**src/rtl/code_lock_ctrl.sv**
```systemverilog
// Multi-digit combination lock: debounced confirm/save buttons, code compare,
// reprogramming while open, timed lockout after repeated failures, RGB status LED.

module code_lock_deb #(
  parameter int DEB_CYCLES = 240_000
) (
  input  logic clk,
  input  logic rst,
  input  logic pin,
  output logic pulse
);
  localparam int CW = $clog2(DEB_CYCLES + 1);

  logic [1:0]    sync;
  logic [CW-1:0] cnt;
  logic          deb;

  // sync[0]/sync[1] differing means the synced level is about to change
  always_ff @(posedge clk or negedge rst) begin
    if (!rst) begin
      sync  <= 2'b11;
      cnt   <= '0;
      deb   <= 1'b1;
      pulse <= 1'b0;
    end else begin
      sync  <= {sync[0], pin};
      pulse <= 1'b0;
      if (sync[0] != sync[1])
        cnt <= '0;
      else if (cnt != CW'(DEB_CYCLES - 1))
        cnt <= cnt + 1'b1;
      else begin
        deb   <= sync[1];
        pulse <= deb & ~sync[1];
      end
    end
  end
endmodule

module code_lock_ctrl #(
  parameter int                  W           = 4,
  parameter int                  DIGITS      = 4,
  parameter logic [DIGITS*W-1:0] INIT_CODE   = {DIGITS{4'hC}},
  parameter int                  MAX_FAIL    = 3,
  parameter int                  LOCK_CYCLES = 36_000_000,
  parameter int                  DEB_CYCLES  = 240_000
) (
  input  logic                          clk,
  input  logic                          rst,
  input  logic [W-1:0]                  sw,
  input  logic                          confirm,
  input  logic                          save,
  output logic [2:0]                    led,
  output logic                          locked_out,
  output logic [$clog2(DIGITS+1)-1:0]   digit_cnt
);
  localparam int NUM_BTN = 2;
  localparam int EW      = DIGITS * W;
  localparam int DCW     = $clog2(DIGITS + 1);
  localparam int FCW     = $clog2(MAX_FAIL + 1);
  localparam int TW      = $clog2(LOCK_CYCLES + 1);

  typedef enum logic [2:0] {S_IDLE, S_ENTRY, S_OPEN, S_FAIL, S_LOCKOUT, S_PROG} state_t;

  logic [NUM_BTN-1:0] btn_raw, btn_pulse;
  logic               cp, sp;
  logic [1:0][W-1:0]  sw_sync;

  state_t          state, state_n;
  logic [EW-1:0]   entry, entry_n, code, code_n, shifted, sw_ext;
  logic [DCW-1:0]  dcnt, dcnt_n, dcnt_inc;
  logic [FCW-1:0]  fails, fails_n, fails_inc;
  logic [TW-1:0]   timer, timer_n;
  logic            last_digit;

  assign btn_raw = {save, confirm};

  for (genvar i = 0; i < NUM_BTN; i++) begin : g_deb
    code_lock_deb #(.DEB_CYCLES(DEB_CYCLES)) u_deb (
      .clk   (clk),
      .rst   (rst),
      .pin   (btn_raw[i]),
      .pulse (btn_pulse[i])
    );
  end

  assign cp = btn_pulse[0];
  assign sp = btn_pulse[1];

  always_ff @(posedge clk or negedge rst) begin
    if (!rst) sw_sync <= '0;
    else      sw_sync <= {sw_sync[0], sw};
  end

  always_ff @(posedge clk or negedge rst) begin
    if (!rst) begin
      state <= S_IDLE;
      entry <= '0;
      code  <= INIT_CODE;
      dcnt  <= '0;
      fails <= '0;
      timer <= '0;
    end else begin
      state <= state_n;
      entry <= entry_n;
      code  <= code_n;
      dcnt  <= dcnt_n;
      fails <= fails_n;
      timer <= timer_n;
    end
  end

  always_comb begin
    sw_ext          = '0;
    sw_ext[W-1:0]   = sw_sync[1];
    shifted         = (entry << W) | sw_ext;
    dcnt_inc        = dcnt + 1'b1;
    last_digit      = (dcnt_inc == DCW'(DIGITS));
    fails_inc       = (fails == FCW'(MAX_FAIL)) ? fails : fails + 1'b1;
    state_n         = state;
    entry_n         = entry;
    code_n          = code;
    dcnt_n          = dcnt;
    fails_n         = fails;
    timer_n         = timer;
    unique case (state)
      // IDLE holds a cleared register and zero count, so it shares the ENTRY path
      S_IDLE, S_ENTRY: if (cp) begin
        entry_n = shifted;
        dcnt_n  = dcnt_inc;
        state_n = S_ENTRY;
        if (last_digit) begin
          if (shifted == code) begin
            state_n = S_OPEN;
            fails_n = '0;
          end else begin
            fails_n = fails_inc;
            if (fails_inc >= FCW'(MAX_FAIL)) begin
              state_n = S_LOCKOUT;
              timer_n = TW'(LOCK_CYCLES);
            end else begin
              state_n = S_FAIL;
            end
          end
        end
      end
      S_OPEN: begin
        if (sp) begin
          state_n = S_PROG;
          entry_n = '0;
          dcnt_n  = '0;
        end else if (cp) begin
          state_n = S_IDLE;
          entry_n = '0;
          dcnt_n  = '0;
        end
      end
      S_FAIL: if (cp) begin
        state_n = S_IDLE;
        entry_n = '0;
        dcnt_n  = '0;
      end
      S_LOCKOUT: begin
        if (timer <= TW'(1)) begin
          state_n = S_IDLE;
          timer_n = '0;
          fails_n = '0;
          entry_n = '0;
          dcnt_n  = '0;
        end else begin
          timer_n = timer - 1'b1;
        end
      end
      S_PROG: if (cp) begin
        entry_n = shifted;
        dcnt_n  = dcnt_inc;
        if (last_digit) begin
          code_n  = shifted;
          state_n = S_IDLE;
          entry_n = '0;
          dcnt_n  = '0;
        end
      end
      default: state_n = S_IDLE;
    endcase
  end

  always_comb begin
    led = 3'b111;
    unique case (state)
      S_OPEN:    led = 3'b101;
      S_FAIL:    led = 3'b011;
      S_LOCKOUT: led = 3'b010;
      S_PROG:    led = 3'b110;
      default:   led = 3'b111;
    endcase
  end

  assign locked_out = (state == S_LOCKOUT);
  assign digit_cnt  = dcnt;
endmodule

```
**config.mk**
```make
export PLATFORM = sky130hd
export DESIGN_NAME = code_lock_ctrl
export DESIGN_NICKNAME = d
export VERILOG_FILES = /design/src/rtl/code_lock_ctrl.sv
export SDC_FILE = /design/constraint.sdc
export NUM_CORES = 1
export LEC_CHECK = 0
export ABC_AREA = 1
export CELL_PAD_IN_SITES_DETAIL_PLACEMENT = 0
export CELL_PAD_IN_SITES_GLOBAL_PLACEMENT = 1
export CORE_UTILIZATION = 30
export CTS_BUF_LIST = sky130_fd_sc_hd__clkbuf_4
export CTS_CLUSTER_SIZE = 40
export DETAILED_ROUTE_END_ITERATION = 8
export PLACE_DENSITY = 0.56
export RECOVER_POWER = 25
export SLEW_MARGIN = 20
export SYNTH_ARGS = -nofsm -noshare
export SYNTH_HDL_FRONTEND = slang
export SYNTH_HIERARCHICAL = 1
export SYNTH_SLANG_ARGS = --single-unit
```
**constraint.sdc**
```tcl
create_clock -name clk -period 2 [get_ports clk]
set_input_delay 0.3 -clock clk [delete_from_list [all_inputs] [get_ports clk]]
set_output_delay 0.3 -clock clk [all_outputs]
set_load 0.005 [all_outputs]
```
# ---- After elaboration in Yosys (flattened, before gate mapping)
# Cells that the tools add are included.
dict set report classes {
  n_addsub 5
  n_lt_le_gt_ge 2
  eq_ne 19
  muxes 44
  bitwise_logic 9
  n_reduce_logical 13
}
# cell count
set op_table {}
lappend op_table {{2-to-1 mux 26 bit} 5}
lappend op_table {{2-to-1 mux 16 bit} 6}
lappend op_table {{one-hot mux 16 bit (5 select lines)} 1}
lappend op_table {{2-to-1 mux 18 bit} 4}
lappend op_table {{one-hot mux 26 bit (2 select lines)} 1}
lappend op_table {{2-to-1 mux 3 bit} 14}
lappend op_table {{adder 18 x 1 -> 18 bit, second input constant} 2}
lappend op_table {{!= test 18 bit, second input constant} 2}
lappend op_table {{one-hot mux 3 bit (5 select lines)} 2}
lappend op_table {{less-or-equal comparator 26 x 1 -> 1 bit, second input constant} 1}
lappend op_table {{subtractor 26 x 1 -> 26 bit, second input constant} 1}
lappend op_table {{== test 16 bit} 1}
lappend op_table {{bitwise OR 16 x 4 -> 16 bit} 1}
lappend op_table {{one-hot mux 3 bit (4 select lines)} 1}
lappend op_table {{AND reduction 4 bit} 3}
lappend op_table {{2-to-1 mux 2 bit} 5}
lappend op_table {{== test 3 bit, second input constant} 3}
lappend op_table {{!= test 2 bit, second input constant} 4}
lappend op_table {{== test 3 x 2 -> 1 bit, second input constant} 2}
lappend op_table {{!= test 2 x 1 -> 1 bit, second input constant} 3}
lappend op_table {{NOT 1 bit} 6}
lappend op_table {{nonzero test 2 bit} 3}
lappend op_table {{AND reduction 5 bit} 1}
lappend op_table {{nonzero test 5 bit} 1}
lappend op_table {{13 further kinds} 19}
dict set report totals {
  ff_bits 118
  in_bits 8
  wordCells 108
}

# ---- Depth between registers and ports, before layout
dict set report depth {
  depth_word 8
  ltp_mapped 13
}

# ---- Hierarchy
# Netlist, hierarchy kept.
# module n_inst cells_per_inst area_per_inst_um2
set modules_own_cells {}
lappend modules_own_cells {code_lock_ctrl 1 544 4116.4}
lappend modules_own_cells {{code_lock_deb (g_deb[0].u_deb)} 1 166 1268.7}
lappend modules_own_cells {{code_lock_deb (g_deb[1].u_deb)} 1 169 1249.9}

# ---- Worst setup path before layout
# No wires, ideal clock.
dict set report synth_timing {
  path_type {register to register}
  startpoint {register dcnt[0], in the netlist digit_cnt[0]}
  endpoint {register timer[13]}
  arrival_time_ns 1.569
  t_required_ns 1.882
  setup_slack_ns 0.313
  path_stages_with_launch 10
  path_buffers 1
  period_less_slack_ns 1.687
  cell_sequence {dfrtp_1 > ha_1 > ha_1 > inv_1 > nor2_2 > inv_2 > a21oi_4 > nand2_4 > buf_6 > a21o_1}
}
dict set report synth_via {
  elab_chain_cells 4
}
# item line
set synth_lines {}
lappend synth_lines {{from (decl)} 71} ;# logic [DCW-1:0] dcnt, dcnt_n, dcnt_inc;
lappend synth_lines {{from (signal assigned)} 107} ;# dcnt <= dcnt_n;
lappend synth_lines {{adder 3 x 1 -> 3 bit} 117} ;# dcnt_inc = dcnt + 1'b1;
lappend synth_lines {{== test 3 bit} 118} ;# last_digit = (dcnt_inc == DCW'(DIGITS));
lappend synth_lines {{!= test 2 bit (no source line)} n/a}
lappend synth_lines {{AND reduction 5 bit (no source line)} n/a}
lappend synth_lines {{to (signal assigned)} 109} ;# timer <= timer_n;
lappend synth_lines {{to (decl)} 73} ;# logic [TW-1:0] timer, timer_n;
# Every way passes these cells.
# A chain may end at the register's enable or synchronous reset.

# ---- Final worst setup path
dict set report layout_timing {
  startpoint {register state[2]}
  endpoint {output port led[1]}
}
dict set report layout_via {
  elab_chain_cells 2
}
# item line
set layout_lines {}
lappend layout_lines {{from (decl)} 69} ;# state_t state, state_n;
lappend layout_lines {{from (signal assigned)} 104} ;# state <= state_n;
lappend layout_lines {{== test 3 bit or == test 3 x 2 -> 1 bit (tied branches)} 190} ;# unique case (state)
lappend layout_lines {{one-hot mux 3 bit (4 select lines) (*)} 190}
lappend layout_lines {{to (decl)} 53} ;# output logic [2:0] led,
# Mark *: on every way between the ends. The rest lies on a longest branch, timed or not.

==> results.md <==
* Status: finished clean
* Final Hold Fails at 0
* F_max at 531 MHz
* Skew final at 0.0227 ns
* Final setup violation count at 0
* CP required at 1.70 ns
* Row cnt at 54
* Clock transition at path regs at 0.11 ns
* Leak at 0.00367 uW
* DR vias at 5486
* GPL Wtd Cong at 0.776
* Sequential power share at 0.541
* Crit path time final at 1.88 ns
* Final period utilization at 0.941
* GRT Overall Usage at 0.156
* Drc violations at 0
* Vias in the first global route at 5255
* Power Total at 4350 uW
* IO Pins at 15
* Hold path depth at 1
* CTS Buf Count at 17
* Fraction of layout cells with a size suffix above 1 at 0.192
* Least-Margin Pin Slew at 0.920 ns
* PortBufs at 14
* Share of the yosys chip area belonging to registers at 0.433
* Placed insts at 1189
* Hold EP: g_deb[1].u_deb/sync[0]
* P_sw at 1070 uW
* Max-slew violation count at 0
* Max VDD drop at 0.277 mV
* Initial DRC Count at 241
* Syn Area/Cell at 7.55 um^2
* CTS max path bufs at 2
* Hold_sp: save
* HPWL after DPL at 11.7 mm
* R2r startpoint: digit_cnt[1]
* Critical path startpoint category: flip-flop
* WL final at 16.0 mm
* Max-cap violations at 0
* Pre-antenna DRT Iters at 4
* TritonCTS clock tree: done
* Power density of the placed cells at 570 nW/um^2
* H-tree depth at 4
* Area Growth Syn to Fin at 15.0%
* Reg2reg end: timer[6]
* Die height at 151 um
* Non-filler cells, final at 1229
* Comb pwr share at 0.036
* Average wire per standard cell at 13.0 um
* Synthesized area at 6640 um^2
* Antenna-violating nets left at 0
* Clk_lat worst skew at 0.52 ns
* Yosys warning count at 6
* CP max FO at 4
* Yosys cell types at 40
* Core footprint at 21800 um^2
* Crit Path Class: reg -> out
* Die ar. at 22700 um^2
* First-pass GRT wire length at 27.2 mm
* Layout Utilization at 0.351
* Gr ovfl total at 0
* Final #Nets at 950
* Crit-path slowest cell: dfrtp_2
* Post-Synthesis Cells at 879
* Clock power frac at 0.423
* Largest net degree at the start of global routing at 50
* CTS root buffer: clkbuf_4
* RSZ-0062 raised after global routing: no
* Tightest Hold Check Type: in -> reg
* Initial antenna violation count at 2
* Switch share at 0.247
* WP data arrival at 1.58 ns
* TritonCTS Sinks at 114
* Worst relative slew slack at 0.387
* Crit-path most repeated cell: nor2_4
* CP cell instances: nor2_4 -> inv_2 -> nor2_4 -> inv_1 -> dlygate4sd2_1
* R2R depth at 8
* CP peak stage delay at 0.45 ns
* CP endpoint kind: output port
* Vias per cell at 4.46
* # fillers at 2390
* Post-synthesis register bit count at 114
* Horiz. Die Dim at 151 um
* Post-Syn Nets at 894
* Initial Util at 0.305
* Reg2Reg Setup Slack at 0.19 ns
* Int Power at 3270 uW
## power by group through the flow
stage | clock, uW | sequential [uW] | combinational (uW)
floorplan | 0 | 2390 | 71.1
global placement | 0 | 2400 | 167
detailed placement | 0 | 2400 | 167
CTS | 1930 | 2350 | 170
global route | 2010 | 2360 | 184
finish | 1840 | 2350 | 156
## Yosys cell counts
library cell	count	share of area
o21ai_0	35	0.026
buf_6	6	0.010
nand4_2	1	0.0019
nand2_2	16	0.015
a211oi_1	1	0.0011
nor2_2	13	0.012
a21o_1	3	0.0034
ha_1	7	0.013
nor2_4	12	0.020
inv_2	13	0.0074
inv_1	91	0.051
nand3_4	1	0.0026
nor3_1	18	0.014
or2_2	9	0.0085
a31oi_1	3	0.0028
a21boi_4	1	0.0028
a21oi_2	2	0.0026
nand2_4	3	0.0051
dfstp_2	14	0.055
nand4_1	19	0.018
buf_2	3	0.0023
dfrtp_1	100	0.38
xor2_1	22	0.029
nand3_2	2	0.0030
a21oi_1	20	0.015
a21oi_4	1	0.0025
o21bai_1	5	0.0057
o21ai_2	17	0.022
o21ai_1	2	0.0015
o2111ai_1	1	0.0013
nor2_1	114	0.064
clkbuf_1	5	0.0028
clkbuf_8	2	0.0041
nand2_1	262	0.15
a21boi_1	1	0.0011
a22oi_1	7	0.0079
nor3_2	1	0.0015
nand3_1	44	0.033
nand3b_1	1	0.0011
xnor2_1	1	0.0013
## sequential cells by signal (all words and copies together), names as in the netlist
name and flops:
code 16, timer 26, sw_ext 4, digit_cnt 3
g_deb.u_deb/deb 2, sw_sync 4, g_deb.u_deb/pulse 2, entry 12
g_deb.u_deb/cnt 36, state 3, g_deb.u_deb/sync 4, fails 2
## cell type report
| cell class | count | area (um^2) | share of cell area |
|---|---|---|---|
| Antenna cell | 1 | 2.50 | 0.000328 |
| Tap cell | 280 | 350 | 0.0459 |
| Sequential cell | 114 | 2870 | 0.376 |
| Timing Repair Buffer | 53 | 443 | 0.0580 |
| Inverter | 104 | 390 | 0.0512 |
| Multi-Input combinational cell | 645 | 3280 | 0.430 |
| Clock inverter | 12 | 141 | 0.0185 |
| Clock buffer | 20 | 150 | 0.0197 |
## cells by family (layout without fill, tap and decap cells)
kind of cell / after synthesis / in the layout / synth area share
adder cells (fa/ha/maj): 7 / 7 / 0.0132
flip-flops: 114 / 114 / 0.433
buffers and inverters: 120 / 189 / 0.0783
other: 0 / 1 / 0
AO/OA/AOI/OAI: 99 / 99 / 0.0967
AND/OR/NAND/NOR: 516 / 516 / 0.349
XOR/XNOR: 23 / 23 / 0.0304
## how the worst max path moves through the flow
stage	startpoint	depth (start not counted)	endpoint	slack, ns
6_report	state[2]	5	led[1]	0.12
5_1_grt	timer[4]	9	entry[3]	0.003
4_1_cts	state[1]	7	led[2]	-0.0007
3_5_place_dp	code[10]	11	timer[8]	0.15
3_3_place_gp	digit_cnt[0]	8	timer[10]	0.13
2_1_floorplan	digit_cnt[0]	9	timer[13]	0.31
## what timing repair did
action | 4_1_cts | 5_1_grt
pin swaps | 0 | 2
endpoints found under the hold margin | 28 | 0
buffers inserted | 5 | 1
hold buffers | 1 | 0
resized for setup | 15 | 7
endpoints found under the setup margin | 4 | 5
## layout by cell type (no fill, tap or decap), types with 2 or more instances in the layout
cell	n
a21o_1	3
a21oi_1	20
a21oi_2	2
a22oi_1	7
a31oi_1	3
buf_12	2
buf_4	34
bufinv_16	3
clkbuf_2	3
clkbuf_4	20
clkdlybuf4s50_1	3
clkinv_1	2
clkinv_2	4
clkinvlp_4	2
dfrtp_1	98
dfrtp_2	2
dfstp_1	2
dfstp_2	12
dlygate4sd2_1	2
dlygate4sd3_1	7
ha_1	6
inv_1	89
inv_2	15
nand2_1	262
nand2_2	16
nand2_4	2
nand3_1	44
nand3_2	2
nand4_1	19
nor2_1	112
nor2_2	12
nor2_4	15
nor3_1	18
o21ai_0	34
o21ai_1	2
o21ai_2	18
o21bai_1	5
or2_2	9
xor2_1	22
## worst max-delay path, delay by kind of cell, from the launching register on
family	cells	cell delay, ns
AND/OR/NAND/NOR	2	0.25
flip-flops	1	0.45
buffers and inverters	3	0.37
## layer usage
metal,track usage,vias to the layer above,share of wire
met2,0.239,52,0.44
met5,0,-,0.00056
met3,0.0358,15,0.028
met4,0.0445,2,0.013
li1,-,2905,-
met1,0.217,2512,0.52
## per-stage QoR
| stage | instance area [um^2] | hold WS [ns] | setup TNS (ns) | worst slack, ns |
|---|---|---|---|---|
| 4_1_cts | 7620 | 0.127 | -0.000670 | -0.000670 |
| 3_5_place_dp | 7260 | 0.298 | 0 | 0.153 |
| 2_1_floorplan | 6640 | 0.00441 | 0 | 0.313 |
| 6_report | 7630 | 0.323 | 0 | 0.118 |
| 3_3_place_gp | 7260 | 0.293 | 0 | 0.135 |
| 5_1_grt | 7630 | 0.270 | 0 | 0.00331 |
(Power assumes the default switching activity.)
